### config.mk
export PLATFORM = sky130hd
export DESIGN_NAME = usb_rcv_pkt
export DESIGN_NICKNAME = d
export VERILOG_FILES = /design/src/rtl/usb_rcv_pkt.sv
export SDC_FILE = /design/constraint.sdc
export NUM_CORES = 1
export LEC_CHECK = 0
export ABC_AREA = 1
export ABC_CLOCK_PERIOD_IN_PS = 1900
export BUFFER_PORTS_ARGS = -buffer_cell sky130_fd_sc_hd__buf_2
export CORE_MARGIN = 10
export CORE_UTILIZATION = 50
export CTS_BUF_LIST = sky130_fd_sc_hd__clkbuf_16
export CTS_CLUSTER_SIZE = 40
export DETAILED_ROUTE_END_ITERATION = 8
export PLACE_DENSITY = 0.8
export SLEW_MARGIN = 20
export SYNTH_ARGS = -nofsm -noshare
export SYNTH_HDL_FRONTEND = slang
export SYNTH_SLANG_ARGS = --single-unit
### constraint.sdc
create_clock -name clk -period 1.9 [get_ports clk]
set_clock_uncertainty 0.2 [all_clocks]
set_input_delay 0.19 -clock clk [delete_from_list [all_inputs] [get_ports clk]]
set_output_delay 0.19 -clock clk [all_outputs]
set_load 0.02 [all_outputs]
### src/rtl/usb_rcv_pkt.sv
// Bit-serial USB receive packet decoder: PID check, token CRC5, handshakes,
// and DATA0/DATA1 streaming into the 1-bit receive FIFO with CRC16 checking.
module usb_rcv_pkt #(
    parameter int MAX_BITS = 8240
) (
    input  logic        clk,
    input  logic        rst0_async,
    input  logic        rst0_sync,
    input  logic        rx_bit,
    input  logic        rx_bit_valid,
    input  logic        rx_eop,
    input  logic        rx_err,
    input  logic        fifo_full,
    output logic        wr_en,
    output logic        wr_data,
    output logic        wr_minus16,
    output logic [3:0]  pid,
    output logic        tok_valid,
    output logic [6:0]  tok_addr,
    output logic [3:0]  tok_endp,
    output logic        hsk_valid,
    output logic        data_ok,
    output logic        data_err,
    output logic [10:0] data_len
);

    localparam int CNT_W = $clog2(MAX_BITS + 2);
    localparam logic [CNT_W-1:0] MAX_CNT = CNT_W'(MAX_BITS);

    typedef enum logic [2:0] {
        S_IDLE, S_PID, S_TOKEN, S_DATA, S_HSK, S_WAIT_EOP
    } state_t;

    function automatic logic [4:0] crc5_step(input logic [4:0] crc, input logic b);
        logic fb;
        fb = crc[4] ^ b;
        return {crc[3:0], 1'b0} ^ (fb ? 5'h05 : 5'h00);
    endfunction

    function automatic logic [15:0] crc16_step(input logic [15:0] crc, input logic b);
        logic fb;
        fb = crc[15] ^ b;
        return {crc[14:0], 1'b0} ^ (fb ? 16'h8005 : 16'h0000);
    endfunction

    state_t           state_r;
    logic [7:0]       pid_sr_r;
    logic [10:0]      tok_sr_r;
    logic [4:0]       crc5_r;
    logic [15:0]      crc16_r;
    logic [CNT_W-1:0] cnt_r;
    logic             ovf_r;
    logic             wr_minus16_r;
    logic [3:0]       pid_r;
    logic             tok_valid_r;
    logic [6:0]       tok_addr_r;
    logic [3:0]       tok_endp_r;
    logic             hsk_valid_r;
    logic             data_ok_r;
    logic             data_err_r;
    logic [10:0]      data_len_r;

    logic       bit_s;
    logic [7:0] pid_byte_s;
    logic       tok_good_s;
    logic       data_good_s;

    // An EOP or line error in the same cycle always drops the bit.
    assign bit_s       = rx_bit_valid && !rx_eop && !rx_err;
    assign pid_byte_s  = {rx_bit, pid_sr_r[7:1]};
    assign tok_good_s  = (cnt_r == CNT_W'(16)) && (crc5_r == 5'b01100);
    assign data_good_s = (crc16_r == 16'h800D) && (cnt_r[2:0] == 3'd0) &&
                         (cnt_r >= CNT_W'(16)) && (cnt_r <= MAX_CNT) && !ovf_r;

    assign wr_en   = rst0_sync && (state_r == S_DATA) && bit_s && !fifo_full && (cnt_r < MAX_CNT);
    assign wr_data = wr_en & rx_bit;

    assign wr_minus16 = wr_minus16_r;
    assign pid        = pid_r;
    assign tok_valid  = tok_valid_r;
    assign tok_addr   = tok_addr_r;
    assign tok_endp   = tok_endp_r;
    assign hsk_valid  = hsk_valid_r;
    assign data_ok    = data_ok_r;
    assign data_err   = data_err_r;
    assign data_len   = data_len_r;

    // Packet FSM with all registered results.
    always_ff @(posedge clk or negedge rst0_async) begin
        if (!rst0_async) begin
            state_r      <= S_IDLE;
            pid_sr_r     <= 8'h00;
            tok_sr_r     <= 11'h000;
            crc5_r       <= 5'h00;
            crc16_r      <= 16'h0000;
            cnt_r        <= '0;
            ovf_r        <= 1'b0;
            wr_minus16_r <= 1'b0;
            pid_r        <= 4'h0;
            tok_valid_r  <= 1'b0;
            tok_addr_r   <= 7'h00;
            tok_endp_r   <= 4'h0;
            hsk_valid_r  <= 1'b0;
            data_ok_r    <= 1'b0;
            data_err_r   <= 1'b0;
            data_len_r   <= 11'h000;
        end else if (!rst0_sync) begin
            state_r      <= S_IDLE;
            pid_sr_r     <= 8'h00;
            tok_sr_r     <= 11'h000;
            crc5_r       <= 5'h00;
            crc16_r      <= 16'h0000;
            cnt_r        <= '0;
            ovf_r        <= 1'b0;
            wr_minus16_r <= 1'b0;
            pid_r        <= 4'h0;
            tok_valid_r  <= 1'b0;
            tok_addr_r   <= 7'h00;
            tok_endp_r   <= 4'h0;
            hsk_valid_r  <= 1'b0;
            data_ok_r    <= 1'b0;
            data_err_r   <= 1'b0;
            data_len_r   <= 11'h000;
        end else begin
            wr_minus16_r <= 1'b0;
            tok_valid_r  <= 1'b0;
            hsk_valid_r  <= 1'b0;
            data_ok_r    <= 1'b0;
            data_err_r   <= 1'b0;
            // A line error inside a packet is reported once; WAIT_EOP already reported.
            if (rx_err && (state_r != S_IDLE) && (state_r != S_WAIT_EOP)) begin
                data_err_r <= 1'b1;
                state_r    <= rx_eop ? S_IDLE : S_WAIT_EOP;
            end else begin
                case (state_r)
                    S_IDLE: begin
                        if (bit_s) begin
                            pid_sr_r <= {rx_bit, 7'h00};
                            cnt_r    <= CNT_W'(1);
                            crc5_r   <= 5'h1F;
                            crc16_r  <= 16'hFFFF;
                            ovf_r    <= 1'b0;
                            state_r  <= S_PID;
                        end
                    end
                    S_PID: begin
                        if (rx_eop) begin
                            data_err_r <= 1'b1;
                            state_r    <= S_IDLE;
                        end else if (rx_bit_valid) begin
                            pid_sr_r <= pid_byte_s;
                            if (cnt_r == CNT_W'(7)) begin
                                cnt_r <= '0;
                                if (pid_byte_s[7:4] == ~pid_byte_s[3:0]) begin
                                    pid_r <= pid_byte_s[3:0];
                                    // PID[1:0] selects the packet class.
                                    case (pid_byte_s[1:0])
                                        2'b01: state_r <= S_TOKEN;
                                        2'b10: state_r <= S_HSK;
                                        2'b11: begin
                                            if (pid_byte_s[2] == 1'b0) begin
                                                state_r <= S_DATA;
                                            end else begin
                                                data_err_r <= 1'b1;
                                                state_r    <= S_WAIT_EOP;
                                            end
                                        end
                                        default: begin
                                            data_err_r <= 1'b1;
                                            state_r    <= S_WAIT_EOP;
                                        end
                                    endcase
                                end else begin
                                    data_err_r <= 1'b1;
                                    state_r    <= S_WAIT_EOP;
                                end
                            end else begin
                                cnt_r <= cnt_r + CNT_W'(1);
                            end
                        end
                    end
                    S_TOKEN: begin
                        if (rx_eop) begin
                            state_r <= S_IDLE;
                            if (tok_good_s) begin
                                tok_valid_r <= 1'b1;
                                tok_addr_r  <= tok_sr_r[6:0];
                                tok_endp_r  <= tok_sr_r[10:7];
                            end else begin
                                data_err_r <= 1'b1;
                            end
                        end else if (rx_bit_valid) begin
                            if (cnt_r == CNT_W'(16)) begin
                                data_err_r <= 1'b1;
                                state_r    <= S_WAIT_EOP;
                            end else begin
                                if (cnt_r < CNT_W'(11)) begin
                                    tok_sr_r <= {rx_bit, tok_sr_r[10:1]};
                                end
                                crc5_r <= crc5_step(crc5_r, rx_bit);
                                cnt_r  <= cnt_r + CNT_W'(1);
                            end
                        end
                    end
                    S_HSK: begin
                        if (rx_eop) begin
                            hsk_valid_r <= 1'b1;
                            state_r     <= S_IDLE;
                        end else if (rx_bit_valid) begin
                            data_err_r <= 1'b1;
                            state_r    <= S_WAIT_EOP;
                        end
                    end
                    S_DATA: begin
                        if (rx_eop) begin
                            state_r <= S_IDLE;
                            // The trailing CRC bits are always rewound once they are in the FIFO.
                            wr_minus16_r <= (cnt_r >= CNT_W'(16));
                            if (data_good_s) begin
                                data_ok_r  <= 1'b1;
                                data_len_r <= 11'((cnt_r - CNT_W'(16)) >> 3);
                            end else begin
                                data_err_r <= 1'b1;
                            end
                        end else if (rx_bit_valid) begin
                            if (cnt_r == MAX_CNT) begin
                                data_err_r <= 1'b1;
                                state_r    <= S_WAIT_EOP;
                            end else begin
                                crc16_r <= crc16_step(crc16_r, rx_bit);
                                cnt_r   <= cnt_r + CNT_W'(1);
                                if (fifo_full) begin
                                    ovf_r <= 1'b1;
                                end
                            end
                        end
                    end
                    S_WAIT_EOP: begin
                        if (rx_eop) begin
                            state_r <= S_IDLE;
                        end
                    end
                    default: begin
                        state_r <= S_IDLE;
                    end
                endcase
            end
        end
    end

endmodule

# Word level (Yosys, flattened, before mapping)
# Cells that the tools add are included.
[word_totals]
regBits = 89
input_bits = 8
wordCells = 239
[classes]
n_addsub = 2
n_lt_le_gt_ge = 4
eq_ne = 51
muxes = 129
bitwise_logic = 6
reduce_logical = 31
[ops]
columns = ["cell", "count"]
rows = [
  ["14-bit 2-to-1 mux", 12],
  ["11-bit 2-to-1 mux", 12],
  ["16-bit 2-to-1 mux", 7],
  ["3-bit 2-to-1 mux", 19],
  ["14-bit one-hot mux with 4 select lines", 1],
  ["4-bit 2-to-1 mux", 12],
  ["1-bit 2-to-1 mux", 42],
  ["8-bit 2-to-1 mux", 5],
  ["7-bit 2-to-1 mux", 5],
  ["3-bit inequality test (second input constant)", 11],
  ["16-bit one-hot mux with 2 select lines", 1],
  ["5-bit 2-to-1 mux", 6],
  ["5-bit inequality test (second input constant)", 5],
  ["6-bit AND reduction", 4],
  ["2-bit by 1-bit inequality test with 1-bit output (second input constant)", 10],
  ["3-bit one-hot mux with 6 select lines", 1],
  ["16-bit equality test (second input constant)", 1],
  ["8-bit one-hot mux with 2 select lines", 1],
  ["16-bit XOR", 1],
  ["14-bit by 1-bit adder with 14-bit output (second input constant)", 1],
  ["14-bit equality test (second input constant)", 1],
  ["14-bit by 3-bit equality test with 1-bit output (second input constant)", 1],
  ["14-bit by 5-bit equality test with 1-bit output (second input constant)", 1],
  ["14-bit by 5-bit >= comparator with 1-bit output (second input constant)", 1],
  ["other kinds (35)", 62],
]

# Logic depth before layout (Yosys ltp)
[logic_depth]
depth_word = 10
mapped_depth = 14
depth_no_buf = 13

# Least setup slack after synthesis
# Ideal clock, no wire load.
[synth_timing]
path_kind = "reg-to-output"
startpoint = "register state_r[2]"
endpoint = "output port wr_data"
t_arrival_ns = 1.848
required_time_ns = 1.510
slack_ns = -0.338
stages_incl_launch_ff = 9
n_path_buf = 0
path_cell_list = "dfrtp_1 > inv_2 > nand2_4 > inv_2 > nand2_2 > nor2_2 > inv_1 > or2_2 > nor4_1"
[synth_between]
elab_chain_len = 6
[synth_lines]
columns = ["element", "line", "text"]
rows = [
  ["start: declaration", "46", "state_t state_r;"],
  ["start signal: assignment", "133", "state_r <= rx_eop ? S_IDLE : S_WAIT_EOP;"],
  ["3-bit by 2-bit equality test with 1-bit output", "75", "assign wr_en = rst0_sync && (state_r == S_DATA) && bit_s && !fifo_full && (cnt_r < MAX_CNT);"],
  ["1-bit logical AND (4 in series)", "75", ""],
  ["1-bit bitwise AND", "76", "assign wr_data = wr_en & rx_bit;"],
  ["end: declaration", "15", "output logic wr_data,"],
]
# No other way between the ends.

# Worst setup path in the final report
[layout_timing]
startpoint = "register cnt_r[0]"
endpoint = "register data_len_r[9] (netlist: data_len[9])"
[layout_between]
elab_chain_len = 7
elab_cells_between_ends = 15
[layout_lines]
columns = ["element", "line", "text"]
rows = [
  ["start: declaration", "51", "logic [CNT_W-1:0] cnt_r;"],
  ["start signal: assignment", "178", "cnt_r <= cnt_r + CNT_W'(1);"],
  ["start signal: assignment", "201", "cnt_r <= cnt_r + CNT_W'(1);"],
  ["start signal: assignment", "231", "cnt_r <= cnt_r + CNT_W'(1);"],
  ["branches (longest 7 deep; another with 14-bit by 5-bit subtractor with 14-bit output)", "--", ""],
  ["end signal: assignment", "221", "data_len_r <= 11'((cnt_r - CNT_W'(16)) >> 3);"],
  ["end: declaration", "61", "logic [10:0] data_len_r;"],
]
# Several ways; the timed one is not identified. The select of a mux whose other input is x is not followed.
# A chain may end at the register's enable or synchronous reset.

==> results.cfg <==
[floorplanning]
coreArea_um2 = 10300
dieArea_um2 = 15000
io-pin-count = 41
die_x_um = 123
dieHeight_um = 123
num_rows = 37
start_util_pct = 51.1

[sta]
maxSlewHeadroom_pct = 63.7
finalSetupViolations = 83
slew_viol_final = 0
fin_crit_ns = 2.20
hold_violations = 0
post-route-period-util_pct = 116
tightest_slew_ns = 0.544
fin_ws_ns = -0.296
max_freq_mhz = 455
rsz0062_at_grt = true

[setup_path]
worstPathRequired_ns = 1.94
cp.arrival_ns = 2.23
crit_fanout = 5
crit_chain = inv_2, ha_4, inv_2, nor2_4, nand2_2, nor2_4, nand3_2, nor2_4, nand2_2, nand2_4, nand3_4, nand2_2, o21ai_2
crit_family = simple AND/OR/NAND/NOR gates
crit_path_end_kind = flop
r2r_cells = 13
slowest_delay_ns = 0.41
startpoint = cnt_r[0]
r2r_start = cnt_r[0]
critPathLaunchType = flop
worstSetupPathType = reg -> reg
cp_num_cells = 13
worst_path_max_delay_cell = dfrtp_1
crit_buf_inv = 2

[synth]
synth_xor_area_share_pct = 3.17
synth_ff_type = dfrtp_1
muxShareOfSynthArea_pct = 0
syn_inst = 682
ys_types = 36
synth_area_um2 = 5260
yosysSeqAreaShare_pct = 41.9
synth_edf_count = 0
synth_top_family_by_area = simple AND/OR/NAND/NOR gates
synth_compound_area_share_pct = 14.7
yosys.area_share.simple_pct = 31.0
synth_warnings = 0
syn_area_per_cell_um2 = 7.71
synth_fa_ha_area_share_pct = 1.67
syn_nets = 697
synth-seq-cells = 88
async_reset_ff_share_pct = 100

[placed_design]
numPortBuffers = 40
dp.final_hpwl_um = 10400
place_ws_ns = -0.367
placed_cells = 926
gp_congestion = 0.965
placed_cell_area_um2 = 6280

[power_and_ir_drop]
power_frac_comb_pct = 48.6
peakVddDrop_v = 0.00103
p_leak_nw = 3.77
power_frac_clock_pct = 19.4
power.switching_mw = 3.50
power.internal_mw = 4.76
switching_share_pct = 42.4
pwr-share-seq_pct = 32.0
powerDensity_nw_per_um2 = 1040
design_power_total_mw = 8.26

[route]
wl_per_cell_um = 20.5
drt_iter0_drc = 738
finalWirelength_um = 20300
drc = 0
drt-pass1-iter-count = 6
ant_nets = 0
vias = 6042
via_per_inst = 6.10

[finish]
fillers = 624
multi_input_area_um2 = 3570
layout_common_cells = nand2_1, buf_4, dfrtp_1, nand3_1, o21ai_2
final_util_pct = 77.3
n_antenna_cell = 0
layout_commonest_cell = nand2_1
area_delta_synth_final_pct = 51.2
final_cell_area_um2 = 7950
final_nets = 865
drive_above_1_share_pct = 47.8
seq_area_um2 = 2210
fin_cells = 990

[min_path]
hold_start = rx_bit
holdCritPathClass = in -> reg
hold_depth = 3

[clocking]
clkTransAtPathRegs_ns = 0.06
cts_tree = yes
cts_sinks = 88
insertion_delay_ns = 0.35
cts_buffer_depth = 2
ctsRootBufferMaster = clkbuf_16
htreeDepth = 3
numCtsBuffers = 9

[global_routing]
grt_use_total_pct = 21.8
antenna_found_initial = 0
grt_pass1_wl_um = 26300
grt_max_degree = 89
grt_pass1_vias = 5453
grt_overflow = 0

[status]
outcome = finished, violations left
violations = negative setup slack

[run]
max_cap_viol_count = 0
## area by class of cell
cell class                 count  share of cell area [%]
tap                          136                    2.14
multi-input combinational    514                    45.0
timing repair buffer         178                    18.9
sequential                    88                    27.8
inverter                      59                    3.07
clock buffer                   9                    2.83
clock inverter                 6                   0.346
## stage by stage
stage / hold WS (ns) / setup TNS, ns
finish: 0.0436 / -13.23
global route: 0.0657 / -17.64
CTS: 0.0394 / -3.47
detailed placement: 0.0692 / -6.96
global placement: 0.0612 / -4.20
floorplan: -0.306 / -0.0265
## path summary, 6_finish.rpt
check                          endpoint  slack, ns
min reg2reg                      pid[1]       0.28
max in group asynchronous      cnt_r[2]       0.89
max                         data_len[9]      -0.30
min in group asynchronous  data_len[10]       0.25
max reg2reg                 data_len[9]      -0.30
min                        tok_sr_r[10]       0.04
## per-layer routing
| layer | track usage [%] | up-vias | share of wire [%] |
|---|---|---|---|
| li1 | - | 2593 | - |
| met1 | 25.3 | 2868 | 36 |
| met2 | 37.3 | 431 | 49 |
| met3 | 3.90 | 150 | 8.3 |
| met4 | 12.1 | 0 | 7.2 |
| met5 | 0 | - | 0 |
## tightest hold or removal path, stage by stage
cell and delay, ns:
buf_2 0.16, nand2_1 0.13, o21ai_2 0.07
## Yosys cell counts, drive strengths merged, types with 6 or more instances
library cell	number	area share [%]
nor2	68	6.4
xnor2	7	1.2
nand3	71	7.6
a21oi	21	2.1
xor2	12	2.0
nand4	8	0.95
ha	7	1.7
inv	59	4.3
dfrtp	88	42
buf	21	2.9
nand2	196	14
o21ai	92	11
nor3	12	1.1
clkbuf	6	0.43
## registers in the layout (all words and copies together) (netlist names), 3 cells and up
signal	cells
tok_addr	7
pid	4
tok_sr_r	11
tok_endp	4
pid_sr_r	7
crc16_r	16
data_len	11
state_r	3
cnt_r	14
crc5_r	5
## what timing repair did
action                                  in CTS  in global routing
endpoints found under the hold margin       91                  0
setup buffers                               23                 15
endpoints found under the setup margin      70                 87
hold buffers                                 3                  0
gates cloned                                 5                  6
resized for setup                           79                165
pin swaps                                   20                 47
## kinds of logic (layout without fill, tap and decap cells)
kind of cell    after synthesis  count (layout)
simple gates                359             364
xor+xnor                     19              19
flops                        88              88
compound gates              123             124
fa+ha+maj                     7               7
buf+inv                      86             252
## power by group through the flow
stage / clock, mW / combinational, mW / sequential (mW)
after floorplan: 0 / 1.64 / 2.52
after global placement: 0 / 2.44 / 2.50
after detailed placement: 0 / 2.53 / 2.52
after CTS: 1.59 / 2.97 / 2.51
after global routing: 1.68 / 4.22 / 2.68
final: 1.60 / 4.01 / 2.64
No activity file was read; power rests on OpenSTA's default activity.
